`src/rtl/qrow_sched_pkg.sv`:
```
// rtl/qrow_sched_pkg.sv - shared types and defaults for the query-row bank scheduler
package qrow_sched_pkg;

    typedef enum logic [1:0] {
        IDLE      = 2'd0,
        FILL      = 2'd1,
        WAIT_FREE = 2'd2,
        DRAIN     = 2'd3
    } state_t;

    typedef logic bank_t;

    localparam int unsigned DEF_ROW_LEN  = 128;
    localparam int unsigned DEF_NUM_ROWS = 16;

endpackage

```
`src/rtl/qrow_bank_tracker.sv`:
```
// rtl/qrow_bank_tracker.sv - full flags of the two banks and the reader's bank pointer
module qrow_bank_tracker
    import qrow_sched_pkg::*;
(
    input  logic       wclk,
    input  logic       wrst_n,
    input  logic       i_set,
    input  bank_t      i_set_bank,
    input  logic       i_release,
    output logic       o_row_ready,
    output bank_t      o_rd_bank,
    output logic       o_both_full,
    output logic [1:0] o_full_nxt
);

    logic [1:0] r_full;
    bank_t      r_rd_bank;
    logic       r_row_ready;
    logic [1:0] w_full_nxt;
    bank_t      w_rd_nxt;

    // A set and a release on the same bank index resolve in favour of the set.
    always_comb begin
        w_full_nxt = r_full;
        w_rd_nxt   = r_rd_bank;
        if (i_release) begin
            w_full_nxt[r_rd_bank] = 1'b0;
            w_rd_nxt              = ~r_rd_bank;
        end
        if (i_set) begin
            w_full_nxt[i_set_bank] = 1'b1;
        end
    end

    always_ff @(posedge wclk) begin
        if (!wrst_n) begin
            r_full      <= 2'b00;
            r_rd_bank   <= 1'b0;
            r_row_ready <= 1'b0;
        end else begin
            r_full      <= w_full_nxt;
            r_rd_bank   <= w_rd_nxt;
            r_row_ready <= w_full_nxt[w_rd_nxt];
        end
    end

    assign o_row_ready = r_row_ready;
    assign o_rd_bank   = r_rd_bank;
    assign o_both_full = &w_full_nxt;
    assign o_full_nxt  = w_full_nxt;

endmodule

```
`src/rtl/query_row_bank_sched.sv`:
```
// rtl/query_row_bank_sched.sv - write-side row scheduler for the query-row double buffer
// Optional protocol checker: QROW_SCHED_ERR_EN
module query_row_bank_sched
    import qrow_sched_pkg::*;
#(
    parameter int unsigned DATA_WIDTH = 11,
    parameter int unsigned ADDR_WIDTH = 7,
    parameter int unsigned ROW_LEN    = DEF_ROW_LEN,
    parameter int unsigned NUM_ROWS   = DEF_NUM_ROWS
) (
    input  logic                  wclk,
    input  logic                  wrst_n,
    input  logic                  start,
    input  logic [DATA_WIDTH-1:0] in_data,
    input  logic                  in_valid,
    output logic                  in_ready,
    output logic                  wr_en,
    output logic                  wr_bank,
    output logic [ADDR_WIDTH-1:0] wr_addr,
    output logic [DATA_WIDTH-1:0] wr_data,
    output logic                  row_ready,
    output logic                  rd_bank,
    input  logic                  row_done,
    output logic                  busy,
    output logic                  frame_done,
    output logic                  err
);

    localparam int unsigned RW = $clog2(NUM_ROWS + 1);
    localparam logic [ADDR_WIDTH-1:0] LAST_ADDR = ADDR_WIDTH'(ROW_LEN - 1);
    localparam logic [RW-1:0]         LAST_ROW  = RW'(NUM_ROWS - 1);

    state_t                r_state;
    state_t                w_state_nxt;
    logic                  r_in_ready;
    logic                  r_busy;
    logic                  r_frame_done;
    logic                  r_wr_en;
    bank_t                 r_wr_bank;
    logic [ADDR_WIDTH-1:0] r_wr_addr;
    logic [DATA_WIDTH-1:0] r_wr_data;
    logic [ADDR_WIDTH-1:0] r_word_cnt;
    logic [RW-1:0]         r_row_cnt;
    bank_t                 r_cur_bank;
    logic                  w_in_ready_nxt;
    logic                  w_busy_nxt;
    logic                  w_frame_done_nxt;
    logic                  w_xfer;
    logic                  w_last;
    logic                  w_set;
    logic                  w_release;
    logic                  w_row_ready;
    bank_t                 w_rd_bank;
    logic                  w_both_full;
    logic [1:0]            w_full_nxt;

    assign w_xfer    = in_valid && r_in_ready;
    assign w_last    = w_xfer && (r_word_cnt == LAST_ADDR);
    // The bank is marked full when its last write commits, one cycle after acceptance.
    assign w_set     = r_wr_en && (r_wr_addr == LAST_ADDR);
    assign w_release = row_done && w_row_ready;

    qrow_bank_tracker u_tracker (
        .wclk        (wclk),
        .wrst_n      (wrst_n),
        .i_set       (w_set),
        .i_set_bank  (r_wr_bank),
        .i_release   (w_release),
        .o_row_ready (w_row_ready),
        .o_rd_bank   (w_rd_bank),
        .o_both_full (w_both_full),
        .o_full_nxt  (w_full_nxt)
    );

    always_ff @(posedge wclk) begin
        if (!wrst_n) begin
            r_state <= IDLE;
        end else begin
            r_state <= w_state_nxt;
        end
    end

    always_comb begin
        w_state_nxt = r_state;
        case (r_state)
            IDLE: begin
                if (start) begin
                    w_state_nxt = FILL;
                end
            end
            FILL: begin
                if (w_last) begin
                    if (r_row_cnt == LAST_ROW) begin
                        w_state_nxt = DRAIN;
                    end else if (w_full_nxt[~r_cur_bank]) begin
                        w_state_nxt = WAIT_FREE;
                    end
                end
            end
            WAIT_FREE: begin
                if (!w_both_full) begin
                    w_state_nxt = FILL;
                end
            end
            DRAIN: begin
                if (w_full_nxt == 2'b00) begin
                    w_state_nxt = IDLE;
                end
            end
            default: w_state_nxt = IDLE;
        endcase
    end

    always_comb begin
        w_in_ready_nxt   = (w_state_nxt == FILL);
        w_busy_nxt       = (w_state_nxt != IDLE);
        w_frame_done_nxt = (r_state == DRAIN) && (w_state_nxt == IDLE);
    end

    always_ff @(posedge wclk) begin
        if (!wrst_n) begin
            r_in_ready   <= 1'b0;
            r_busy       <= 1'b0;
            r_frame_done <= 1'b0;
        end else begin
            r_in_ready   <= w_in_ready_nxt;
            r_busy       <= w_busy_nxt;
            r_frame_done <= w_frame_done_nxt;
        end
    end

    always_ff @(posedge wclk) begin
        if (!wrst_n) begin
            r_word_cnt <= '0;
            r_row_cnt  <= '0;
            r_cur_bank <= 1'b0;
            r_wr_en    <= 1'b0;
            r_wr_bank  <= 1'b0;
            r_wr_addr  <= '0;
            r_wr_data  <= '0;
        end else begin
            r_wr_en <= w_xfer;
            if (r_state == IDLE && start) begin
                r_row_cnt <= '0;
            end
            if (w_xfer) begin
                r_wr_bank <= r_cur_bank;
                r_wr_addr <= r_word_cnt;
                r_wr_data <= in_data;
            end
            if (w_last) begin
                r_word_cnt <= '0;
                r_row_cnt  <= r_row_cnt + RW'(1);
                r_cur_bank <= ~r_cur_bank;
            end else if (w_xfer) begin
                r_word_cnt <= r_word_cnt + ADDR_WIDTH'(1);
            end
        end
    end

`ifdef QROW_SCHED_ERR_EN
    logic r_err;

    always_ff @(posedge wclk) begin
        if (!wrst_n) begin
            r_err <= 1'b0;
        end else if ((row_done && !w_row_ready) || (in_valid && r_state == DRAIN)) begin
            r_err <= 1'b1;
        end
    end

    assign err = r_err;
`else
    assign err = 1'b0;
`endif

    assign in_ready   = r_in_ready;
    assign busy       = r_busy;
    assign frame_done = r_frame_done;
    assign wr_en      = r_wr_en;
    assign wr_bank    = r_wr_bank;
    assign wr_addr    = r_wr_addr;
    assign wr_data    = r_wr_data;
    assign row_ready  = w_row_ready;
    assign rd_bank    = w_rd_bank;

endmodule
```
`config.mk`:
```
export PLATFORM = sky130hd
export DESIGN_NAME = query_row_bank_sched
export DESIGN_NICKNAME = d
export VERILOG_FILES = /design/src/rtl/qrow_sched_pkg.sv /design/src/rtl/qrow_bank_tracker.sv /design/src/rtl/query_row_bank_sched.sv
export SDC_FILE = /design/constraint.sdc
export NUM_CORES = 1
export LEC_CHECK = 0
export CORE_MARGIN = 2
export CORE_UTILIZATION = 44
export DETAILED_ROUTE_END_ITERATION = 6
export GPL_TIMING_DRIVEN = 0
export PLACE_DENSITY_LB_ADDON = 0.05
export SYNTH_ARGS = -nofsm -noshare
export SYNTH_HDL_FRONTEND = slang
export SYNTH_SLANG_ARGS = --single-unit
```
`constraint.sdc`:
```
create_clock -name wclk -period 1.7 [get_ports wclk]
set_input_delay 0.425 -clock wclk [delete_from_list [all_inputs] [get_ports wclk]]
set_output_delay 0.425 -clock wclk [all_outputs]
set_load 0.05 [all_outputs]
```
==> results of run 1 <==
## stage by stage
stage	util, %	hold slack (ps)
6_report	64.0	452
5_1_grt	64.0	474
4_1_cts	63.5	454
3_5_place_dp	57.6	446
3_3_place_gp	57.6	446
2_1_floorplan	-	443
## layout make-up
type,count,share of cell area (%)
Buffer,11,2.08
Clock buffer,6,3.72
Clock inverter,2,0.397
Inverter,5,0.744
Multi-Input combinational cell,161,39.4
Sequential cell,42,34.4
Tap cell,50,2.48
Timing Repair Buffer,49,16.8
## critical path: stages (launching register included)
cell and delay (ps):
sky130_fd_sc_hd__dfxtp_2 360, sky130_fd_sc_hd__ha_4 140, sky130_fd_sc_hd__and3_4 190, sky130_fd_sc_hd__ha_4 160
sky130_fd_sc_hd__nor2_2 40, sky130_fd_sc_hd__and2_4 170, sky130_fd_sc_hd__a32oi_2 210, sky130_fd_sc_hd__o311ai_2 150
sky130_fd_sc_hd__and4b_1 220
## path summary, 6_finish.rpt
kind,cells past startpoint,from,to
max,8,r_row_cnt[1],in_ready
min,2,wr_data[4],wr_data[4]
max reg2reg,8,r_row_cnt[1],in_ready
min reg2reg,2,wr_data[4],wr_data[4]
## metal layers
metal  global-route usage (%)  part of all wire (%)  routed length (microns)  vias to the layer above
li1                         -                     -                        -                      860
met1                     24.5                    45                     1860                      765
met2                     34.0                    49                     2060                       35
met3                     5.83                   4.5                      187                        6
met4                     8.93                   1.5                       63                        0
met5                        0                     0                        0                        -
## synth_stat cells, types with 2 or more instances
master / number / area share [%]
sky130_fd_sc_hd__and2_1: 2 / 0.71
sky130_fd_sc_hd__xor2_1: 4 / 2.0
sky130_fd_sc_hd__nor2_1: 20 / 4.2
sky130_fd_sc_hd__a31oi_1: 3 / 1.1
sky130_fd_sc_hd__and4_1: 2 / 0.99
sky130_fd_sc_hd__nand4_1: 2 / 0.71
sky130_fd_sc_hd__dfxtp_1: 42 / 48
sky130_fd_sc_hd__ha_1: 3 / 2.1
sky130_fd_sc_hd__and3_1: 2 / 0.71
sky130_fd_sc_hd__xnor2_1: 3 / 1.5
sky130_fd_sc_hd__nand2_1: 54 / 11
sky130_fd_sc_hd__a21oi_1: 28 / 7.9
sky130_fd_sc_hd__inv_1: 4 / 0.85
sky130_fd_sc_hd__or3_1: 2 / 0.71
sky130_fd_sc_hd__nand3_1: 10 / 2.8
sky130_fd_sc_hd__clkbuf_1: 9 / 1.9
sky130_fd_sc_hd__o21ai_0: 2 / 0.57
sky130_fd_sc_hd__o311ai_0: 2 / 0.99
sky130_fd_sc_hd__nor3_1: 2 / 0.57
## power breakdown
group	internal, mW	switching [mW]	leakage (nW)
clock	0.373	0.348	0.0561
combinational	0.0691	0.124	0.587
sequential	1.00	0.0143	0.349
## logic make-up after synthesis
family                     after synthesis  synth area share, %
and+or+nand+nor                        104                 26.8
AOI/OAI and AO/OA                       45                 15.2
DFF                                     42                 47.6
buffers and inverters                   16                 4.03
xor gates and xnor gates                 7                 3.47
adders and majority gates                3                 2.12
other                                    1                0.212
muxes                                    1                0.637
## state kept, by name, summed over array words and instances (netlist names)
name,count
u_tracker.o_rd_bank,1
r_cur_bank,1
u_tracker.o_row_ready,1
r_state,2
wr_bank,1
frame_done,1
wr_addr,7
r_row_cnt,5
r_word_cnt,7
wr_en,1
wr_data,11
u_tracker.r_full,2
in_ready,1
busy,1
## timing repair
action                                 in CTS  in global routing
pin swaps                                   7                  5
resized for setup                          50                  8
gates cloned                                1                  0
endpoints found under the hold margin       0                  0
setup endpoints to repair                  38                  8
hold buffers                                0                  0
buffers inserted                            8                  0
==> impl_metrics.xml, run 1 <==
<?xml version="1.0" encoding="UTF-8"?>
<metrics>
  <group name="status">
    <metric name="run_status" unit="">finished with violations</metric>
    <metric name="violations" unit="">negative setup slack</metric>
  </group>
  <group name="sta">
    <metric name="worstMarginPinSlew" unit="ps">516</metric>
    <metric name="postLayoutSetupSlackWorst" unit="ps">-39.3</metric>
    <metric name="setup_tns" unit="ps">-98.5</metric>
    <metric name="finalClockSkew" unit="ps">6.18</metric>
    <metric name="relSlewSlack" unit="%">65.6</metric>
    <metric name="total_count_of_hold_check_failures_in_the_final_report" unit="">0</metric>
    <metric name="finalWorstPathRequiredPeriod" unit="ps">1740</metric>
    <metric name="fmax" unit="GHz">0.575</metric>
    <metric name="final_setup_violation_count" unit="">3</metric>
    <metric name="maxSlewViolCount" unit="">0</metric>
    <metric name="grt_setup_unrepaired" unit="">yes</metric>
    <metric name="timing.final.crit_share" unit="%">102</metric>
  </group>
  <group name="drt">
    <metric name="num_vias" unit="">1666</metric>
    <metric name="route.antenna.remaining_nets" unit="">0</metric>
    <metric name="drcViolationCount" unit="">0</metric>
    <metric name="post_drt_via_cell_ratio" unit="">5.11</metric>
    <metric name="dr_pass1_iterations" unit="">4</metric>
    <metric name="finalWirelength" unit="mm">4.17</metric>
    <metric name="drt-initial-drc-count" unit="">81</metric>
    <metric name="routedWlPerCell" unit="microns">12.8</metric>
  </group>
  <group name="setup_path">
    <metric name="worst-endpoint-required" unit="ps">1890</metric>
    <metric name="worst-setup-path-type" unit="">flip-flop to flip-flop</metric>
    <metric name="worstPathMaxFanout" unit="">2</metric>
    <metric name="setup.reg_to_reg.worst_slack" unit="ps">-40</metric>
    <metric name="cp_data_arrival_time" unit="ps">1930</metric>
    <metric name="worst_setup_path_end_kind" unit="">flip-flop</metric>
    <metric name="start_kind" unit="">flip-flop</metric>
  </group>
  <group name="yosys">
    <metric name="synth_cell_types" unit="">42</metric>
    <metric name="synth_warnings" unit="">0</metric>
    <metric name="synthFlopType" unit="">sky130_fd_sc_hd__dfxtp_1</metric>
    <metric name="synth_sequential_area_ratio" unit="%">47.6</metric>
    <metric name="synth_enable_flop_cells" unit="">0</metric>
    <metric name="synth.ff_latch_count" unit="">42</metric>
    <metric name="netlist_instances" unit="">219</metric>
    <metric name="async_reset_ff_share" unit="%">0</metric>
    <metric name="synthesis.nets" unit="">238</metric>
    <metric name="mappedNetlistArea" unit="sq um">1770</metric>
    <metric name="synth.avg_cell_area" unit="sq um">8.07</metric>
  </group>
  <group name="power">
    <metric name="power.leakage" unit="nW">0.991</metric>
    <metric name="power.ir.vdd_worst" unit="V">0.000509</metric>
    <metric name="power.density_cell_area" unit="nW/um^2">765</metric>
    <metric name="total_power" unit="mW">1.93</metric>
  </group>
  <group name="finish">
    <metric name="instances_no_fill" unit="">326</metric>
    <metric name="postLayoutCellArea" unit="sq um">2520</metric>
    <metric name="layout_cell_share_with_drive_strength_beyond_1" unit="%">21.0</metric>
    <metric name="mostFrequentLayoutCell" unit="">sky130_fd_sc_hd__nand2_1</metric>
    <metric name="layout_area_growth_over_synthesis" unit="%">42.7</metric>
    <metric name="antenna_cells" unit="">0</metric>
    <metric name="mostFrequentLayoutCells" unit="">53 x sky130_fd_sc_hd__nand2_1, 28 x sky130_fd_sc_hd__a21oi_1, 27 x sky130_fd_sc_hd__dfxtp_1</metric>
    <metric name="final_net_count" unit="">294</metric>
    <metric name="fill_cells" unit="">354</metric>
    <metric name="multi_input_area" unit="sq um">993</metric>
    <metric name="register_area" unit="sq um">867</metric>
  </group>
  <group name="clock_network">
    <metric name="cts_inserted_buffers" unit="">5</metric>
    <metric name="clkSlewWorstSetupHoldPaths" unit="ps">80</metric>
    <metric name="root_buffer" unit="">sky130_fd_sc_hd__clkbuf_8</metric>
    <metric name="cts_tree" unit="">built</metric>
    <metric name="clkSinkCount" unit="">42</metric>
    <metric name="clock_path_buffers" unit="">2</metric>
    <metric name="worstSkewPairLatency" unit="ps">300</metric>
    <metric name="cts_htree_levels" unit="">2</metric>
  </group>
  <group name="global_route">
    <metric name="grt_first_pass_wirelength" unit="mm">6.91</metric>
    <metric name="grt_pass1_vias" unit="">1542</metric>
    <metric name="initial_antenna_violation_count" unit="">0</metric>
    <metric name="groute.usage.overall" unit="%">20.4</metric>
    <metric name="grt_start_max_net_pins" unit="">14</metric>
    <metric name="gr-total-overflow" unit="">0</metric>
  </group>
  <group name="floorplan">
    <metric name="boundary_pin_count" unit="">42</metric>
    <metric name="start_util" unit="%">44.8</metric>
    <metric name="dieArea" unit="sq um">4540</metric>
    <metric name="fp.coreArea" unit="sq um">3940</metric>
    <metric name="fp-row-count" unit="">23</metric>
    <metric name="dieHeight" unit="microns">67.4</metric>
    <metric name="die_x" unit="microns">67.4</metric>
  </group>
  <group name="placed_design">
    <metric name="place_inst" unit="">309</metric>
    <metric name="placement.setup.worst_slack" unit="ps">-582</metric>
    <metric name="placed_area" unit="sq um">2270</metric>
    <metric name="gp_congestion" unit="">0.825</metric>
    <metric name="port_buffers" unit="">40</metric>
    <metric name="dpl.hpwl" unit="mm">2.81</metric>
  </group>
  <group name="min_path">
    <metric name="min-delay-path-class" unit="">flip-flop to flip-flop</metric>
  </group>
  <group name="flow_run">
    <metric name="timing.max_cap.violations" unit="">0</metric>
  </group>
</metrics>
Power figures use the tool's default switching activity.
==> inputs of run 2 (changes only) <==
--- a/config.mk
+++ b/config.mk
@@ -5,11 +5,14 @@
 export SDC_FILE = /design/constraint.sdc
 export NUM_CORES = 1
 export LEC_CHECK = 0
+export ABC_CLOCK_PERIOD_IN_PS = 1700
 export CORE_MARGIN = 2
 export CORE_UTILIZATION = 44
 export DETAILED_ROUTE_END_ITERATION = 6
 export GPL_TIMING_DRIVEN = 0
 export PLACE_DENSITY_LB_ADDON = 0.05
+export SKIP_CTS_REPAIR_TIMING = 1
 export SYNTH_ARGS = -nofsm -noshare
 export SYNTH_HDL_FRONTEND = slang
 export SYNTH_SLANG_ARGS = --single-unit
+export TNS_END_PERCENT = 20
==> run 2 against run 1 <==
Effect of this change:
- the flow still finishes with violations (negative setup slack)
- hold slack got worse by 0.55 ps
- power increased by 0.32%
- via count decreased by 5.1%
==> impl_metrics.xml, run 2 (synthesized netlist as in run 1, its figures left out) <==
<?xml version="1.0" encoding="UTF-8"?>
<metrics>
  <group name="status">
    <metric name="run_status" unit="">finished with violations</metric>
    <metric name="violations" unit="">negative setup slack</metric>
  </group>
  <group name="floorplan">
    <metric name="dieArea" unit="sq um">4540</metric>
    <metric name="fp.coreArea" unit="sq um">3940</metric>
    <metric name="fp-row-count" unit="">23</metric>
    <metric name="die_x" unit="microns">67.4</metric>
    <metric name="boundary_pin_count" unit="">42</metric>
    <metric name="start_util" unit="%">44.8</metric>
    <metric name="dieHeight" unit="microns">67.4</metric>
  </group>
  <group name="sta">
    <metric name="finalClockSkew" unit="ps">5.09</metric>
    <metric name="finalWorstPathRequiredPeriod" unit="ps">1880</metric>
    <metric name="worstMarginPinSlew" unit="ps">520</metric>
    <metric name="total_count_of_hold_check_failures_in_the_final_report" unit="">0</metric>
    <metric name="final_setup_violation_count" unit="">4</metric>
    <metric name="relSlewSlack" unit="%">65.3</metric>
    <metric name="timing.final.crit_share" unit="%">111</metric>
    <metric name="postLayoutSetupSlackWorst" unit="ps">-183</metric>
    <metric name="maxSlewViolCount" unit="">0</metric>
    <metric name="grt_setup_unrepaired" unit="">yes</metric>
    <metric name="fmax" unit="GHz">0.531</metric>
  </group>
  <group name="clock_network">
    <metric name="cts_htree_levels" unit="">2</metric>
    <metric name="root_buffer" unit="">sky130_fd_sc_hd__clkbuf_8</metric>
    <metric name="clkSinkCount" unit="">42</metric>
    <metric name="clock_path_buffers" unit="">2</metric>
    <metric name="worstSkewPairLatency" unit="ps">300</metric>
    <metric name="clkSlewWorstSetupHoldPaths" unit="ps">80</metric>
    <metric name="cts_tree" unit="">built</metric>
    <metric name="cts_inserted_buffers" unit="">5</metric>
  </group>
  <group name="finish">
    <metric name="multi_input_area" unit="sq um">898</metric>
    <metric name="mostFrequentLayoutCell" unit="">sky130_fd_sc_hd__nand2_1</metric>
    <metric name="final_core_utilization" unit="%">63.9</metric>
    <metric name="instances_no_fill" unit="">321</metric>
    <metric name="mostFrequentLayoutCells" unit="">54 x sky130_fd_sc_hd__nand2_1, 29 x sky130_fd_sc_hd__dfxtp_1, 28 x sky130_fd_sc_hd__a21oi_1</metric>
    <metric name="register_area" unit="sq um">865</metric>
    <metric name="fill_cells" unit="">341</metric>
    <metric name="flip_flop_count_of_the_largest_register_all_copies_and_words_added" unit="">11</metric>
    <metric name="final_net_count" unit="">289</metric>
    <metric name="layout_cell_share_with_drive_strength_beyond_1" unit="%">13.3</metric>
    <metric name="postLayoutCellArea" unit="sq um">2520</metric>
    <metric name="layout_area_growth_over_synthesis" unit="%">42.4</metric>
    <metric name="antenna_cells" unit="">0</metric>
  </group>
  <group name="drt">
    <metric name="dr_pass1_iterations" unit="">4</metric>
    <metric name="drt-initial-drc-count" unit="">71</metric>
    <metric name="num_vias" unit="">1581</metric>
    <metric name="routedWlPerCell" unit="microns">12.3</metric>
    <metric name="route.antenna.remaining_nets" unit="">0</metric>
    <metric name="finalWirelength" unit="mm">3.93</metric>
    <metric name="post_drt_via_cell_ratio" unit="">4.93</metric>
    <metric name="drcViolationCount" unit="">0</metric>
  </group>
  <group name="power">
    <metric name="power.density_cell_area" unit="nW/um^2">769</metric>
    <metric name="p_comb_share" unit="%">10.2</metric>
    <metric name="power_report.internal_total" unit="mW">1.45</metric>
    <metric name="power.share.sequential" unit="%">52.5</metric>
    <metric name="power.ir.vdd_worst" unit="V">0.000512</metric>
    <metric name="power.leakage" unit="nW">1.33</metric>
    <metric name="total_switching_power" unit="uW">485</metric>
    <metric name="clkPwrFrac" unit="%">37.3</metric>
    <metric name="sw_frac_of_total" unit="%">25.1</metric>
  </group>
  <group name="min_path">
    <metric name="holdPathStages" unit="">2</metric>
    <metric name="hp-start" unit="">wr_data[4]</metric>
    <metric name="min-delay-path-class" unit="">flip-flop to flip-flop</metric>
    <metric name="hold_end" unit="">wr_data[4]</metric>
  </group>
  <group name="placed_design">
    <metric name="placed_area" unit="sq um">2270</metric>
    <metric name="port_buffers" unit="">40</metric>
    <metric name="gp_congestion" unit="">0.825</metric>
    <metric name="placement.setup.worst_slack" unit="ps">-582</metric>
    <metric name="dpl.hpwl" unit="mm">2.81</metric>
    <metric name="place_inst" unit="">309</metric>
  </group>
  <group name="setup_path">
    <metric name="origin_of_the_critical_flop_to_flop_path" unit="">r_row_cnt[0]</metric>
    <metric name="setup.reg_to_reg.worst_slack" unit="ps">-180</metric>
    <metric name="start_kind" unit="">flip-flop</metric>
    <metric name="cp_data_arrival_time" unit="ps">2120</metric>
    <metric name="worstPathMaxFanout" unit="">3</metric>
    <metric name="reg2regPathDepth" unit="">7</metric>
    <metric name="worst_r2r_endpoint" unit="">in_ready</metric>
    <metric name="worst_setup_path_end_kind" unit="">flip-flop</metric>
    <metric name="worst-setup-path-type" unit="">flip-flop to flip-flop</metric>
    <metric name="worst-endpoint-required" unit="ps">1930</metric>
  </group>
  <group name="global_route">
    <metric name="initial_antenna_violation_count" unit="">0</metric>
    <metric name="grt_start_max_net_pins" unit="">14</metric>
    <metric name="gr-total-overflow" unit="">0</metric>
    <metric name="groute.usage.overall" unit="%">19.3</metric>
    <metric name="grt_pass1_vias" unit="">1420</metric>
    <metric name="grt_first_pass_wirelength" unit="mm">6.46</metric>
  </group>
  <group name="flow_run">
    <metric name="timing.max_cap.violations" unit="">0</metric>
  </group>
</metrics>
[run 2: changes by cell type in the layout (fill, tap and decap cells not counted), moves of 3 or more]
cell,before,now
sky130_fd_sc_hd__buf_4,9,4
sky130_fd_sc_hd__dlygate4sd2_1,25,0
sky130_fd_sc_hd__dlymetal6s2s_1,0,26
sky130_fd_sc_hd__nor2_1,17,20
sky130_fd_sc_hd__nor2_2,3,0
[run 2: power by group through the flow]
stage | Combinational [mW] | Sequential [mW] | Clock [mW]
floorplan | 0.0621 | 1.09 | 0
global placement | 0.199 | 1.04 | 0
detailed placement | 0.199 | 1.04 | 0
CTS | 0.200 | 1.02 | 0.744
global route | 0.213 | 1.02 | 0.778
finish | 0.197 | 1.02 | 0.723
[run 2: final cells by class]
type	instances	area share (%)
clock buffer	6	3.73
clock inverter	2	0.398
tap	50	2.49
buffer	11	2.24
timing repair buffer	44	20.4
inverter	5	0.746
multi-input combinational	161	35.7
sequential	42	34.3
[run 2: per-stage QoR]
| step | hold WS, ps | setup TNS [ps] | total power, mW |
|---|---|---|---|
| detailed placement | 446 | -11130 | 1.24 |
| floorplan | 443 | -1.96 | 1.16 |
| CTS | 457 | -6150 | 1.96 |
| global route | 474 | -813 | 2.01 |
| finish | 451 | -296 | 1.94 |
| global placement | 446 | -10780 | 1.24 |
[run 2: worst max-delay path by stage]
stage                  from           end  depth (start not counted)
3_5_place_dp       in_valid  r_row_cnt[3]                          6
2_1_floorplan  r_row_cnt[0]      in_ready                          7
3_3_place_gp       row_done      in_ready                          6
5_1_grt            row_done      in_ready                          6
4_1_cts             wr_bank       wr_bank                          1
6_report       r_row_cnt[0]      in_ready                          7
[run 2: metal layers]
layer / part of all wire, % / global-route usage (%) / vias to the layer above
li1: - / - / 845
met1: 45 / 24.1 / 699
met2: 49 / 31.4 / 31
met3: 4.4 / 5.17 / 6
met4: 1.6 / 7.65 / 0
met5: 0 / 0 / -
[run 2: worst max-delay path, stage by stage (launching register included)]
cell	delay, ps
sky130_fd_sc_hd__dfxtp_1	330
sky130_fd_sc_hd__ha_1	220
sky130_fd_sc_hd__and3_1	190
sky130_fd_sc_hd__ha_1	210
sky130_fd_sc_hd__a2111oi_1	360
sky130_fd_sc_hd__a32oi_1	110
sky130_fd_sc_hd__o311ai_1	130
sky130_fd_sc_hd__and4b_1	260
==> inputs of run 3 (changes only) <==
--- a/config.mk
+++ b/config.mk
@@ -15,4 +15,4 @@
 export SYNTH_ARGS = -nofsm -noshare
 export SYNTH_HDL_FRONTEND = slang
 export SYNTH_SLANG_ARGS = --single-unit
-export TNS_END_PERCENT = 20
+export TNS_END_PERCENT = 100
==> run 3 against run 2 <==
Effect of this change:
- the run still ends with negative setup slack left
- highest routed layer unchanged
- non-clock buffer count unchanged
- sequential cell count is the same
- utilization up 0.16 points
- critical path type unchanged
==> impl_metrics.xml, run 3 (synthesized netlist as in run 1, its figures left out) <==
<?xml version="1.0" encoding="UTF-8"?>
<metrics>
  <group name="setup_path">
    <metric name="cp_data_arrival_time" unit="ps">2120</metric>
    <metric name="crit_path_max_incr_delay" unit="ps">360</metric>
    <metric name="worst_setup_path_end_kind" unit="">flip-flop</metric>
    <metric name="worst-endpoint-required" unit="ps">1930</metric>
    <metric name="worstPathCellList" unit="">ha_1 -&gt; and3_1 -&gt; ha_1 -&gt; a2111oi_1 -&gt; a32oi_1 -&gt; o311ai_1 -&gt; and4b_1</metric>
    <metric name="reg2regPathDepth" unit="">7</metric>
    <metric name="worst-setup-path-type" unit="">flip-flop to flip-flop</metric>
    <metric name="start_kind" unit="">flip-flop</metric>
    <metric name="critical_path.most_common_cell" unit="">sky130_fd_sc_hd__ha_1</metric>
    <metric name="critical-path-slowest-cell" unit="">sky130_fd_sc_hd__a2111oi_1</metric>
    <metric name="worstPathMaxFanout" unit="">3</metric>
  </group>
  <group name="drt">
    <metric name="drcViolationCount" unit="">0</metric>
    <metric name="route.antenna.remaining_nets" unit="">0</metric>
    <metric name="dr_pass1_iterations" unit="">4</metric>
    <metric name="drt-initial-drc-count" unit="">99</metric>
    <metric name="wl_met2" unit="mm">1.94</metric>
    <metric name="finalWirelength" unit="mm">3.95</metric>
    <metric name="num_vias" unit="">1582</metric>
    <metric name="met3WireLength" unit="microns">172</metric>
    <metric name="post_drt_via_cell_ratio" unit="">4.93</metric>
    <metric name="drt-met1-wl" unit="mm">1.76</metric>
    <metric name="dr.max_layer_used" unit="">met4</metric>
    <metric name="routedWlPerCell" unit="microns">12.3</metric>
  </group>
  <group name="power">
    <metric name="p_comb_share" unit="%">10.2</metric>
    <metric name="clkPwrFrac" unit="%">37.3</metric>
    <metric name="total_switching_power" unit="uW">485</metric>
    <metric name="power.ir.vdd_worst" unit="V">0.000514</metric>
    <metric name="power.share.sequential" unit="%">52.5</metric>
    <metric name="power_report.internal_total" unit="mW">1.45</metric>
    <metric name="power.leakage" unit="nW">1.33</metric>
    <metric name="power.density_cell_area" unit="nW/um^2">767</metric>
    <metric name="sw_frac_of_total" unit="%">25.1</metric>
  </group>
  <group name="sta">
    <metric name="relSlewSlack" unit="%">65.3</metric>
    <metric name="setup_tns" unit="ps">-307</metric>
    <metric name="finalClockSkew" unit="ps">5.09</metric>
    <metric name="maxSlewViolCount" unit="">0</metric>
    <metric name="timing.final.crit_share" unit="%">111</metric>
    <metric name="total_count_of_hold_check_failures_in_the_final_report" unit="">0</metric>
    <metric name="fmax" unit="GHz">0.530</metric>
    <metric name="final_setup_violation_count" unit="">4</metric>
    <metric name="grt_setup_unrepaired" unit="">yes</metric>
    <metric name="finalWorstPathRequiredPeriod" unit="ps">1890</metric>
    <metric name="postLayoutSetupSlackWorst" unit="ps">-186</metric>
    <metric name="worstMarginPinSlew" unit="ps">520</metric>
  </group>
  <group name="finish">
    <metric name="layout_cell_share_with_drive_strength_beyond_1" unit="%">13.7</metric>
    <metric name="antenna_cells" unit="">0</metric>
    <metric name="final_net_count" unit="">289</metric>
    <metric name="multi_input_area" unit="sq um">901</metric>
    <metric name="flip_flop_count_of_the_largest_register_all_copies_and_words_added" unit="">11</metric>
    <metric name="fill_cells" unit="">339</metric>
    <metric name="register_area" unit="sq um">865</metric>
    <metric name="postLayoutCellArea" unit="sq um">2520</metric>
    <metric name="mostFrequentLayoutCell" unit="">sky130_fd_sc_hd__nand2_1</metric>
    <metric name="layout_area_growth_over_synthesis" unit="%">42.7</metric>
    <metric name="mostFrequentLayoutCells" unit="">54 x sky130_fd_sc_hd__nand2_1, 29 x sky130_fd_sc_hd__dfxtp_1, 28 x sky130_fd_sc_hd__a21oi_1</metric>
  </group>
  <group name="placed_design">
    <metric name="port_buffers" unit="">40</metric>
    <metric name="dpl.hpwl" unit="mm">2.81</metric>
    <metric name="placed_area" unit="sq um">2270</metric>
    <metric name="gp_congestion" unit="">0.825</metric>
  </group>
  <group name="global_route">
    <metric name="grt_first_pass_wirelength" unit="mm">6.46</metric>
    <metric name="grt_pass1_vias" unit="">1420</metric>
    <metric name="grt_start_max_net_pins" unit="">14</metric>
    <metric name="gr-total-overflow" unit="">0</metric>
    <metric name="groute.usage.overall" unit="%">19.3</metric>
    <metric name="initial_antenna_violation_count" unit="">0</metric>
  </group>
  <group name="clock_network">
    <metric name="worstSkewPairLatency" unit="ps">300</metric>
    <metric name="clkSinkCount" unit="">42</metric>
    <metric name="cts_htree_levels" unit="">2</metric>
    <metric name="clock_path_buffers" unit="">2</metric>
    <metric name="cts_inserted_buffers" unit="">5</metric>
    <metric name="root_buffer" unit="">sky130_fd_sc_hd__clkbuf_8</metric>
    <metric name="cts_tree" unit="">built</metric>
    <metric name="clkSlewWorstSetupHoldPaths" unit="ps">80</metric>
  </group>
  <group name="floorplan">
    <metric name="dieArea" unit="sq um">4540</metric>
    <metric name="die_x" unit="microns">67.4</metric>
    <metric name="fp.coreArea" unit="sq um">3940</metric>
    <metric name="fp-row-count" unit="">23</metric>
    <metric name="boundary_pin_count" unit="">42</metric>
    <metric name="start_util" unit="%">44.8</metric>
    <metric name="dieHeight" unit="microns">67.4</metric>
  </group>
  <group name="min_path">
    <metric name="min-delay-path-class" unit="">flip-flop to flip-flop</metric>
    <metric name="holdPathStages" unit="">2</metric>
  </group>
  <group name="flow_run">
    <metric name="timing.max_cap.violations" unit="">0</metric>
  </group>
  <group name="status">
    <metric name="run_status" unit="">finished with violations</metric>
    <metric name="violations" unit="">negative setup slack</metric>
  </group>
</metrics>
## run 3: cell count changes in the layout (fill, tap and decap cells not counted)
cell	delta
sky130_fd_sc_hd__buf_6	+1
sky130_fd_sc_hd__nor2_1	-1
sky130_fd_sc_hd__nor2_2	+1
sky130_fd_sc_hd__buf_4	-1
## run 3: power by group through the flow
| stage | Clock, mW | Combinational, mW | Sequential [mW] |
|---|---|---|---|
| floorplan | 0 | 0.0621 | 1.09 |
| global placement | 0 | 0.199 | 1.04 |
| detailed placement | 0 | 0.199 | 1.04 |
| CTS | 0.744 | 0.200 | 1.02 |
| global route | 0.778 | 0.213 | 1.02 |
| finish | 0.723 | 0.197 | 1.02 |
## run 3: metrics by stage
stage               hold WS, ps  utilization [%]  setup slack (ps)  cells  power (mW)
floorplan                   443                -             -1.96    219        1.16
global placement            446             57.6              -568    309        1.24
detailed placement          446             57.6              -582    309        1.24
CTS                         457             60.3              -295    317        1.96
global route                474             64.0              -315    321        2.01
finish                      451             64.0              -186    321        1.94
## run 3: routing by layer
layer | vias up | global-route usage (%)
met1 | 700 | 24.1
met4 | 0 | 7.65
met2 | 31 | 31.4
met3 | 6 | 5.17
met5 | - | 0
li1 | 845 | -
## run 3: worst paths after layout
check / from / endpoint / slack [ps]
worst max-delay path: r_row_cnt[0] / in_ready / -190
worst min-delay path: wr_data[4] / wr_data[4] / 450
worst max register to register: r_row_cnt[0] / in_ready / -190
worst min register to register: wr_data[4] / wr_data[4] / 450
## run 3: final cells by class
class                   count  share of cell area, %
clock buffers               6                   3.72
flip-flops and latches     42                   34.3
plain buffers              11                   2.23
multi-input cells         161                   35.7
clock inverters             2                  0.397
inverters                   5                  0.744
well taps                  50                   2.48
repair buffers             44                   20.5
## run 3: critical path, delay by kind of cell, from the launching register on
kind,cells,cell delay (ps)
DFF,1,330
AOI/OAI and AO/OA,3,600
adders and majority gates,2,430
and+or+nand+nor,2,460
